### src/rtl/cflog_slice_reader.sv
// cflog_slice_reader: streams a wrapped slice of the 16-bit CFLog RAM to a tx port and waits for verifier ack
module cflog_slice_reader #(
  parameter logic [15:0] LOG_SIZE = 16'h0100
) (
  input  logic        clk,
  input  logic        reset,
  input  logic        flush,
  input  logic [15:0] top_slice,
  input  logic [15:0] bottom_slice,
  output logic        log_rd_en,
  output logic [15:0] log_rd_addr,
  input  logic [15:0] log_rd_data,
  output logic [15:0] tx_data,
  output logic        tx_valid,
  input  logic        tx_ready,
  output logic        tx_last,
  input  logic        vrf_ack,
  output logic        busy,
  output logic        slice_sent,
  output logic [15:0] sent_count,
  output logic        overrun
);

  localparam logic [2:0] S_IDLE     = 3'd0;
  localparam logic [2:0] S_RD       = 3'd1;
  localparam logic [2:0] S_LOAD     = 3'd2;
  localparam logic [2:0] S_SEND     = 3'd3;
  localparam logic [2:0] S_WAIT_ACK = 3'd4;

  logic [2:0]  r_state;
  logic [15:0] r_addr;
  logic [15:0] r_bot;
  logic [16:0] w_inc;
  logic [15:0] w_next;

  // 17-bit step so the wrap compare cannot overflow when LOG_SIZE is near 16'hFFFF
  assign w_inc  = {1'b0, r_addr} + 17'd2;
  assign w_next = (w_inc >= {1'b0, LOG_SIZE}) ? 16'h0000 : w_inc[15:0];

  assign busy        = r_state != S_IDLE;
  assign log_rd_en   = r_state == S_RD;
  assign log_rd_addr = r_addr;

  // slice FSM: latch bounds, read one word, present it, advance with wrap, then wait for the verifier
  always_ff @(posedge clk or posedge reset) begin
    if (reset) begin
      r_state    <= S_IDLE;
      r_addr     <= 16'h0000;
      r_bot      <= 16'h0000;
      tx_data    <= 16'h0000;
      tx_valid   <= 1'b0;
      tx_last    <= 1'b0;
      sent_count <= 16'h0000;
      slice_sent <= 1'b0;
      overrun    <= 1'b0;
    end else begin
      slice_sent <= 1'b0;
      if (flush && r_state != S_IDLE) overrun <= 1'b1;
      case (r_state)
        S_IDLE: if (flush) begin
          r_addr     <= {top_slice[15:1], 1'b0};
          r_bot      <= {bottom_slice[15:1], 1'b0};
          sent_count <= 16'h0000;
          r_state    <= S_RD;
        end
        S_RD: r_state <= S_LOAD;
        S_LOAD: begin
          tx_data  <= log_rd_data;
          tx_valid <= 1'b1;
          tx_last  <= r_addr == r_bot;
          r_state  <= S_SEND;
        end
        S_SEND: if (tx_ready) begin
          tx_valid   <= 1'b0;
          tx_last    <= 1'b0;
          sent_count <= (sent_count == 16'hFFFF) ? sent_count : sent_count + 16'd1;
          r_addr     <= tx_last ? r_addr : w_next;
          r_state    <= tx_last ? S_WAIT_ACK : S_RD;
        end
        S_WAIT_ACK: if (vrf_ack) begin
          slice_sent <= 1'b1;
          r_state    <= S_IDLE;
        end
        default: r_state <= S_IDLE;
      endcase
    end
  end

endmodule

### config.mk
export PLATFORM = sky130hd
export DESIGN_NAME = cflog_slice_reader
export DESIGN_NICKNAME = d
export VERILOG_FILES = /design/src/rtl/cflog_slice_reader.sv
export SDC_FILE = /design/constraint.sdc
export NUM_CORES = 1
export LEC_CHECK = 0
export CORE_MARGIN = 1.5
export CORE_UTILIZATION = 56
export DETAILED_ROUTE_END_ITERATION = 10
export DONT_BUFFER_PORTS = 1
export PLACE_DENSITY = 0.71
export SYNTH_ARGS = -nofsm -noshare
export SYNTH_HDL_FRONTEND = slang
export SYNTH_SLANG_ARGS = --single-unit
### constraint.sdc
create_clock -name clk -period 3.3 [get_ports clk]
set_clock_uncertainty 0.05 [all_clocks]
set_input_delay 0.99 -clock clk [delete_from_list [all_inputs] [get_ports clk]]
set_output_delay 0.99 -clock clk [all_outputs]
set_load 0.05 [all_outputs]
==> results summary, run 1 <==
The flow ran to the end, and the final reports show no timing, DRC or antenna violations. The placer congestion estimate is 0.837. The maximum net fanout on the critical path is 13. Across every metal layer, demand over resource in global routing totals 0.246.

The delay of the slowest cell on the worst path is 0.54 ns. The share of synthesized flip-flops with an asynchronous set or reset came out at 1.00. The count of state elements after synthesis came out at 69. The floorplan step defined a core boundary enclosing between 6000 and 7000 sq um.

The total number of H-tree levels is 3. The worst voltage drop across the vdd grid is around 0.66 mV. The final period demand of the worst path came out at 2.54 ns. The vias per cell is 5.98. The global-route wire length before repair came out at 13700 um.

The total number of vias is approximately 2800. The post-CTS setup-driven buffer insertion count came out at 0. The first-pass iteration count of the detailed router came out at 4. The final max-slew violation count came out at 0. The cell area after synthesis came out at 3660 sq um. The transition at the pin with the smallest max-transition slack came out at around 0.83 ns. The die is 83.8 um wide. Setup violations remaining at the end of the flow were counted as 0. The number of synthesized flops with an enable pin is 0. For this design, the CTS-stage hold fixing added 0 buffers.

The path class of the tightest hold or removal check is reg -> reg. Post-CTS repair changed the size of 0 cells. The via count of the first global-routing pass is between 2000 and 3000. STA puts the critical path data arrival time at 1.50 ns. The vertical die dimension is 83.8 um. The fraction of final layout cells sized beyond drive strength 1 is 0.188. The initial cell density of the core came out at 0.579. The count of endpoints failing hold in the final timing report is 0.

The routed length per placed instance is 16.8 um. Dividing the final minimum period by the clock period gives 0.769. The area growth from synthesis to final layout came out at 7.90%. Detailed placement ended at an HPWL of 5740 um. The total nets after synthesis came out at ~440. The highest attainable clock frequency is 0.394 GHz. Entering global routing, the biggest net connects 32 pins. The worst relative slew slack came out at 0.447. Setup slack on the worst reg-to-reg path comes out at around 0.8 ns. In the final design database the tool counted 448 nets. The die area is about 7000 sq um. For this design the static power due to leakage is between 0.0015 and 0.002 uW. The number of diodes added for antenna fixing is 0.

The I/O pin count came out at 107. Row generation in the floorplan step produced 29 rows. The number of clock buffers inserted by TritonCTS came out at 9. The distinct cell type count of the synthesized netlist came out at 60.

Setup total negative slack on the finished layout was measured at 0 ns. The number of warnings printed during yosys synthesis is 0. The critical path endpoint category is a primary output.

The total clock sinks came out at 69. Walking the worst path, the cells encountered are nor3_1 > inv_1. Among all flip-flop cells after synthesis, the most frequent one is sky130_fd_sc_hd__dfrtp_1.

The type of origin of the critical path is a flop. The type of the worst setup path is reg -> out. The tool flagged a number of max-cap violations equal to 0. The number of instances in the synthesized netlist came out at 386.

TritonCTS built the clock tree. The post-synthesis average cell area came out at ~9.5 sq um. The total grt overflow is 0.

The initial antenna violation count is 0. Of the synthesized area, sequential elements account for 0.472. The power density relative to cell area came out at 1040 nW/um^2. The number of violations reported at the end of detailed-routing iteration 0 came out at 139. The smallest hold slack came out at 0.445 ns.

After detailed routing, the total wire length is 7960 um. The number of buffers added on ports came out at 0. The filler cells instantiated in the layout total around 570. The deepest clock path buffer count came out at 2. The detail route stage leaves a number of antenna-violating nets equal to 0. The clock input transition at the sequential cells of the worst setup and hold paths is 0.07 ns. The data required time at the worst endpoint came out at 2.26 ns. The clock reaches the later pin of the worst-skew pair after 0.33 ns.

The CTS root buffer is sky130_fd_sc_hd__clkbuf_8. The library cell contributing the largest single delay on the critical path is sky130_fd_sc_hd__dfrtp_1. The detailed-route DRC error count is 0. Setup repair after global routing left no endpoint under its margin.
[metal layers]
layer | global-route usage | share of wire | vias to the layer above
met5 | 0 | 0 | -
met2 | 0.383 | 0.48 | 98
met3 | 0.0841 | 0.071 | 4
met4 | 0.0611 | 0.0055 | 0
li1 | - | - | 1366
met1 | 0.334 | 0.44 | 1371
[state kept, by name (all words and copies together), names as in the netlist]
signal / count
sent_count: 16
tx_data: 16
log_rd_addr: 15
r_bot: 15
r_state: 3
overrun: 1
slice_sent: 1
tx_last: 1
tx_valid: 1
[per-stage QoR]
| stage | cells | total power (uW) | setup WS [ns] | cell area, sq um | util |
|---|---|---|---|---|---|
| after floorplan | 386 | 3170 | 0.483 | 3660 | - |
| after global placement | 459 | 3470 | 0.863 | 3770 | 0.597 |
| after detailed placement | 459 | 3520 | 0.821 | 3770 | 0.597 |
| after CTS | 475 | 4140 | 0.737 | 3950 | 0.625 |
| final | 475 | 4110 | 0.762 | 3950 | 0.625 |
| after global routing | 475 | 4400 | 0.437 | 3950 | 0.625 |
[layout by cell type (no fill, tap or decap), types with 4 or more instances in the layout]
cell type,count
sky130_fd_sc_hd__nand2_1,79
sky130_fd_sc_hd__inv_1,10
sky130_fd_sc_hd__nand3_1,15
sky130_fd_sc_hd__buf_4,17
sky130_fd_sc_hd__a21oi_2,6
sky130_fd_sc_hd__mux2_2,16
sky130_fd_sc_hd__dfrtp_1,69
sky130_fd_sc_hd__o21ai_1,14
sky130_fd_sc_hd__xor2_1,9
sky130_fd_sc_hd__o21ai_0,15
sky130_fd_sc_hd__a21oi_1,17
sky130_fd_sc_hd__nand4_1,9
sky130_fd_sc_hd__clkbuf_8,11
sky130_fd_sc_hd__nor3_1,9
sky130_fd_sc_hd__or3_1,11
sky130_fd_sc_hd__nor2_1,13
sky130_fd_sc_hd__xnor2_1,9
sky130_fd_sc_hd__nor4_1,4
[path summary, 6_finish.rpt]
check	to	cells after the start	from
max in group asynchronous	tx_data[3]$_DFFE_PP0P_	2	reset
hold reg to reg	r_bot[9]$_DFFE_PP0P_	2	r_bot[9]$_DFFE_PP0P_
hold / removal	r_bot[9]$_DFFE_PP0P_	2	r_bot[9]$_DFFE_PP0P_
setup / recovery	busy	2	r_state[1]$_DFFE_PP0P_
setup reg to reg	log_rd_addr[3]$_DFFE_PP0P_	5	log_rd_addr[1]$_DFFE_PP0P_
min in group asynchronous	tx_data[0]$_DFFE_PP0P_	1	reset
[where the power goes]
| part | total [uW] | leakage [uW] | switching (uW) | internal [uW] |
|---|---|---|---|---|
| sequential | 2070 | 0.000873 | 929 | 1140 |
| clock | 619 | 0.0000921 | 309 | 310 |
| combinational | 1420 | 0.000741 | 854 | 569 |
[logic make-up after synthesis]
logic type | after synthesis | synth area share
compound gates | 78 | 0.141
flops | 69 | 0.472
other cells | 1 | 0.00103
buf+inv | 32 | 0.0434
simple gates | 166 | 0.232
mux | 20 | 0.0606
fa+ha+maj | 2 | 0.00684
xor+xnor | 18 | 0.0431
[Yosys cell counts (all sizes together) (4+ instances only)]
| cell type | number | area [sq um] |
|---|---|---|
| nand3 | 15 | 75.1 |
| dfrtp | 69 | 1730 |
| a21oi | 23 | 138 |
| or3 | 11 | 68.8 |
| nand2 | 79 | 297 |
| xor2 | 9 | 78.8 |
| nor2 | 15 | 61.3 |
| nor4 | 4 | 25.0 |
| inv | 11 | 41.3 |
| buf | 13 | 82.6 |
| nand4 | 11 | 90.1 |
| mux2 | 17 | 191 |
| xnor2 | 9 | 78.8 |
| clkbuf | 7 | 26.3 |
| o21ai | 32 | 179 |
| nor3 | 9 | 45.0 |
| and3 | 4 | 27.5 |
[final cells by class]
class                      instances  area, sq um  area share
inverter                          11         41.3      0.0105
multi-input combinational        285         1780       0.450
tap                               77         96.3      0.0244
timing repair buffer              17          128      0.0323
sequential                        69         1730       0.438
clock buffer                      12          155      0.0393
clock inverter                     4         22.5     0.00571
[critical path: cells and delay by family, from the launching register on]
kind	cells	cell delay, ns
buf+inv	1	0.30
flops	1	0.54
simple gates	1	0.33
Note: power is estimated with default switching activity, not from simulation.
==> run 2, diff against run 1 <==
PLACE_DENSITY = 0.74   (was 0.71)
clock period = 2.14 ns   (was 3.3 ns; I/O delays follow)
==> run 2 against run 1 <==
  * Largest power group is now combinational cells
  * Count of clock-buffer cells in the layout decreased by 2
  * Die area unchanged
  * First-iteration DRC count fell by 3.6%
  * Non-clock buffer count rose by 40
  * Flip-flop and latch count did not move
  * Largest cell class unchanged
==> results summary, run 2 (synthesis gave the netlist of run 1 again) <==
The number of buffers added on ports came out at 0 (unchanged). The run finished with clean final reports. The final antenna-violating net count came out at 0 (unchanged).

The worst voltage drop across the vdd grid came to 1.12 mV (+70%). The estimated wirelength of the detail-placed design came out at 6410 um (+12%). The number of cells after detailed placement came out at 499 (+8.7%). The arrival time reported for the critical path endpoint is 1.38 ns (-0.12 ns). The number of cells on the worst reg-to-reg path is 6 (+1). The largest registers in the layout are sent_count: 16 flops, tx_data: 16 flops.

The final worst-path cycle share is 0.966. The final design utilization was 0.680 (+0.0553). By startpoint and endpoint, the worst setup path is classified as reg -> out.

The type of origin of the critical path is a flop. The final max-slew violation count came out at 0 (unchanged). The number of hold buffers added after CTS came to 0 (unchanged). The library cell used most frequently in the layout, excluding fill and tap cells, is sky130_fd_sc_hd__nand2_1. The number of nets in the finished design came out at 488 (+8.9%).

The initial antenna violation count came out at 0 (unchanged). The I/O pin count is 107 (unchanged). The aggregate routed wire length was 8650 um (+8.7%). The maximum net fanout on the critical path is 7 (-6). The number of diodes added for antenna fixing is 0 (unchanged). The total grt overflow came out at 0 (unchanged). Setup repair after global routing left no endpoint under its margin. The number of violations reported at the end of detailed-routing iteration 0 came out at 134 (-3.6%).

The first-pass iteration count of the detailed router came out at 4 (unchanged). The final-report setup violation count came out at 0 (unchanged). The number of filler cells placed in the layout came out at 530 (-6.5%). The clock tree from TritonCTS is done. The max-cap check violation count was 0 (unchanged). The count of endpoints failing hold in the final timing report is 0 (unchanged).

The fraction of final layout cells sized beyond drive strength 1 came out at 0.284 (+0.0953). The vias per cell came to 5.95 (-0.49%). The total clock sinks was 69 (unchanged).

The worst hold path belongs to the class in -> async. The number of clock buffers inserted by TritonCTS came to 9 (unchanged). The largest net degree at the start of global routing is 32 (unchanged). The clock insertion delay at the later pin of the skew report came out at 0.35 ns (+0.02 ns). The die boundary width came to 83.8 um (unchanged). The die area is 7020 sq um (unchanged). The final period demand of the worst path is 2.07 ns.

The static power due to leakage was 0.00191 uW (+12%). The transition at the pin with the smallest max-transition slack was 0.579 ns (-0.250 ns). STA classifies the critical path endpoint as a primary output.

The placer congestion estimate is 0.956 (+14%). The total number of H-tree levels is 3 (unchanged). The routed length per placed instance came out at 16.8 um (+0.43%).

The final instance count without filler cells came out at 514 (+8.2%). The overall track demand over capacity in global routing was 0.258 (+0.0116). The area of the multi-input gates is 1790 sq um (+0.49%). The deepest clock path buffer count is 2 (unchanged). The via count of the first global-routing pass came to 3070 (+11%).

The combined flip-flop and latch cell area is 1740 sq um (+0.51%). Leaving out fill and tap cells, the most frequent cells in the layout are sky130_fd_sc_hd__nand2_1 (79), sky130_fd_sc_hd__dfrtp_1 (62), sky130_fd_sc_hd__buf_4 (55). The post-route setup TNS came to 0 ns (unchanged). The power density relative to cell area is 1580 nW/um^2 (+52%). The vertical die dimension came out at 83.8 um (unchanged). The clock input transition at the sequential cells of the worst setup and hold paths came out at 0.08 ns (about the same). The global-route wire length before repair is 14400 um (+4.7%). The cell sitting at the root of the clock tree is a sky130_fd_sc_hd__clkbuf_8. The worst relative slew slack is 0.613 (+0.167).

The number of core rows is 29 (unchanged). The placeable core region was 6310 sq um (unchanged). For this run, the top clock speed supported by timing is 0.484 GHz. The detailed-route DRC error count came to 0 (unchanged).

The data required time at the worst endpoint came out at 1.45 ns (-0.81 ns). The total number of vias came to 3057 (+7.7%). The area growth from synthesis to final layout came out at 17.4%. The initial cell density of the core came out at 0.579 (unchanged).
run 2: routing by layer:
metal	wire, um	vias to the layer above	GRT usage	part of all wire
met1	3520	1467	0.329	0.41
met5	0	-	0	0
met2	4290	131	0.413	0.50
li1	-	1446	-	-
met3	687	13	0.0663	0.079
met4	150	0	0.119	0.017
run 2: final timing paths:
check	start	endpoint	slack, ns
min reg2reg	r_bot[1]$_DFFE_PP0P_	r_bot[1]$_DFFE_PP0P_	0.45
max reg2reg	r_state[0]$_DFFE_PP0P_	log_rd_addr[2]$_DFFE_PP0P_	0.13
min	reset	sent_count[5]$_DFFE_PP0P_	0.17
min in group clk	bottom_slice[15]	r_bot[15]$_DFFE_PP0P_	0.35
max	r_state[2]$_DFFE_PP0P_	log_rd_en	0.07
max in group asynchronous	reset	tx_data[5]$_DFFE_PP0P_	1.28
run 2: report_power, final:
| group | internal, uW | switching, uW | total, uW |
|---|---|---|---|
| clock network | 526 | 485 | 1010 |
| logic | 1160 | 1850 | 3010 |
| registers | 1770 | 1010 | 2780 |
run 2: repair_timing:
item,in CTS,in global routing
setup endpoints to repair,0,4
resized for setup,0,3
setup buffers,0,0
run 2: metrics by stage:
step                      hold WS (ns)  area, sq um  total power (uW)  worst slack, ns
after floorplan                  0.415         3670              4900           0.0126
after global placement           0.428         4110              5720            0.164
after detailed placement         0.434         4110              5810            0.137
after CTS                        0.174         4290              6820           0.0117
after global routing             0.204         4300              7190          0.00630
final                            0.168         4300              6800           0.0720
run 2: cell type report:
type	instances	share of cell area
clock buffers	10	0.0297
clock inverters	5	0.0122
inverters	11	0.0105
multi-input cells	285	0.416
flip-flops and latches	69	0.404
well taps	77	0.0224
repair buffers	57	0.105
run 2: worst max-delay path, stage by stage, from the launching register on:
cell	delay, ns
sky130_fd_sc_hd__dfrtp_1	0.45
sky130_fd_sc_hd__buf_4	0.19
sky130_fd_sc_hd__nor3b_2	0.17
sky130_fd_sc_hd__buf_4	0.22
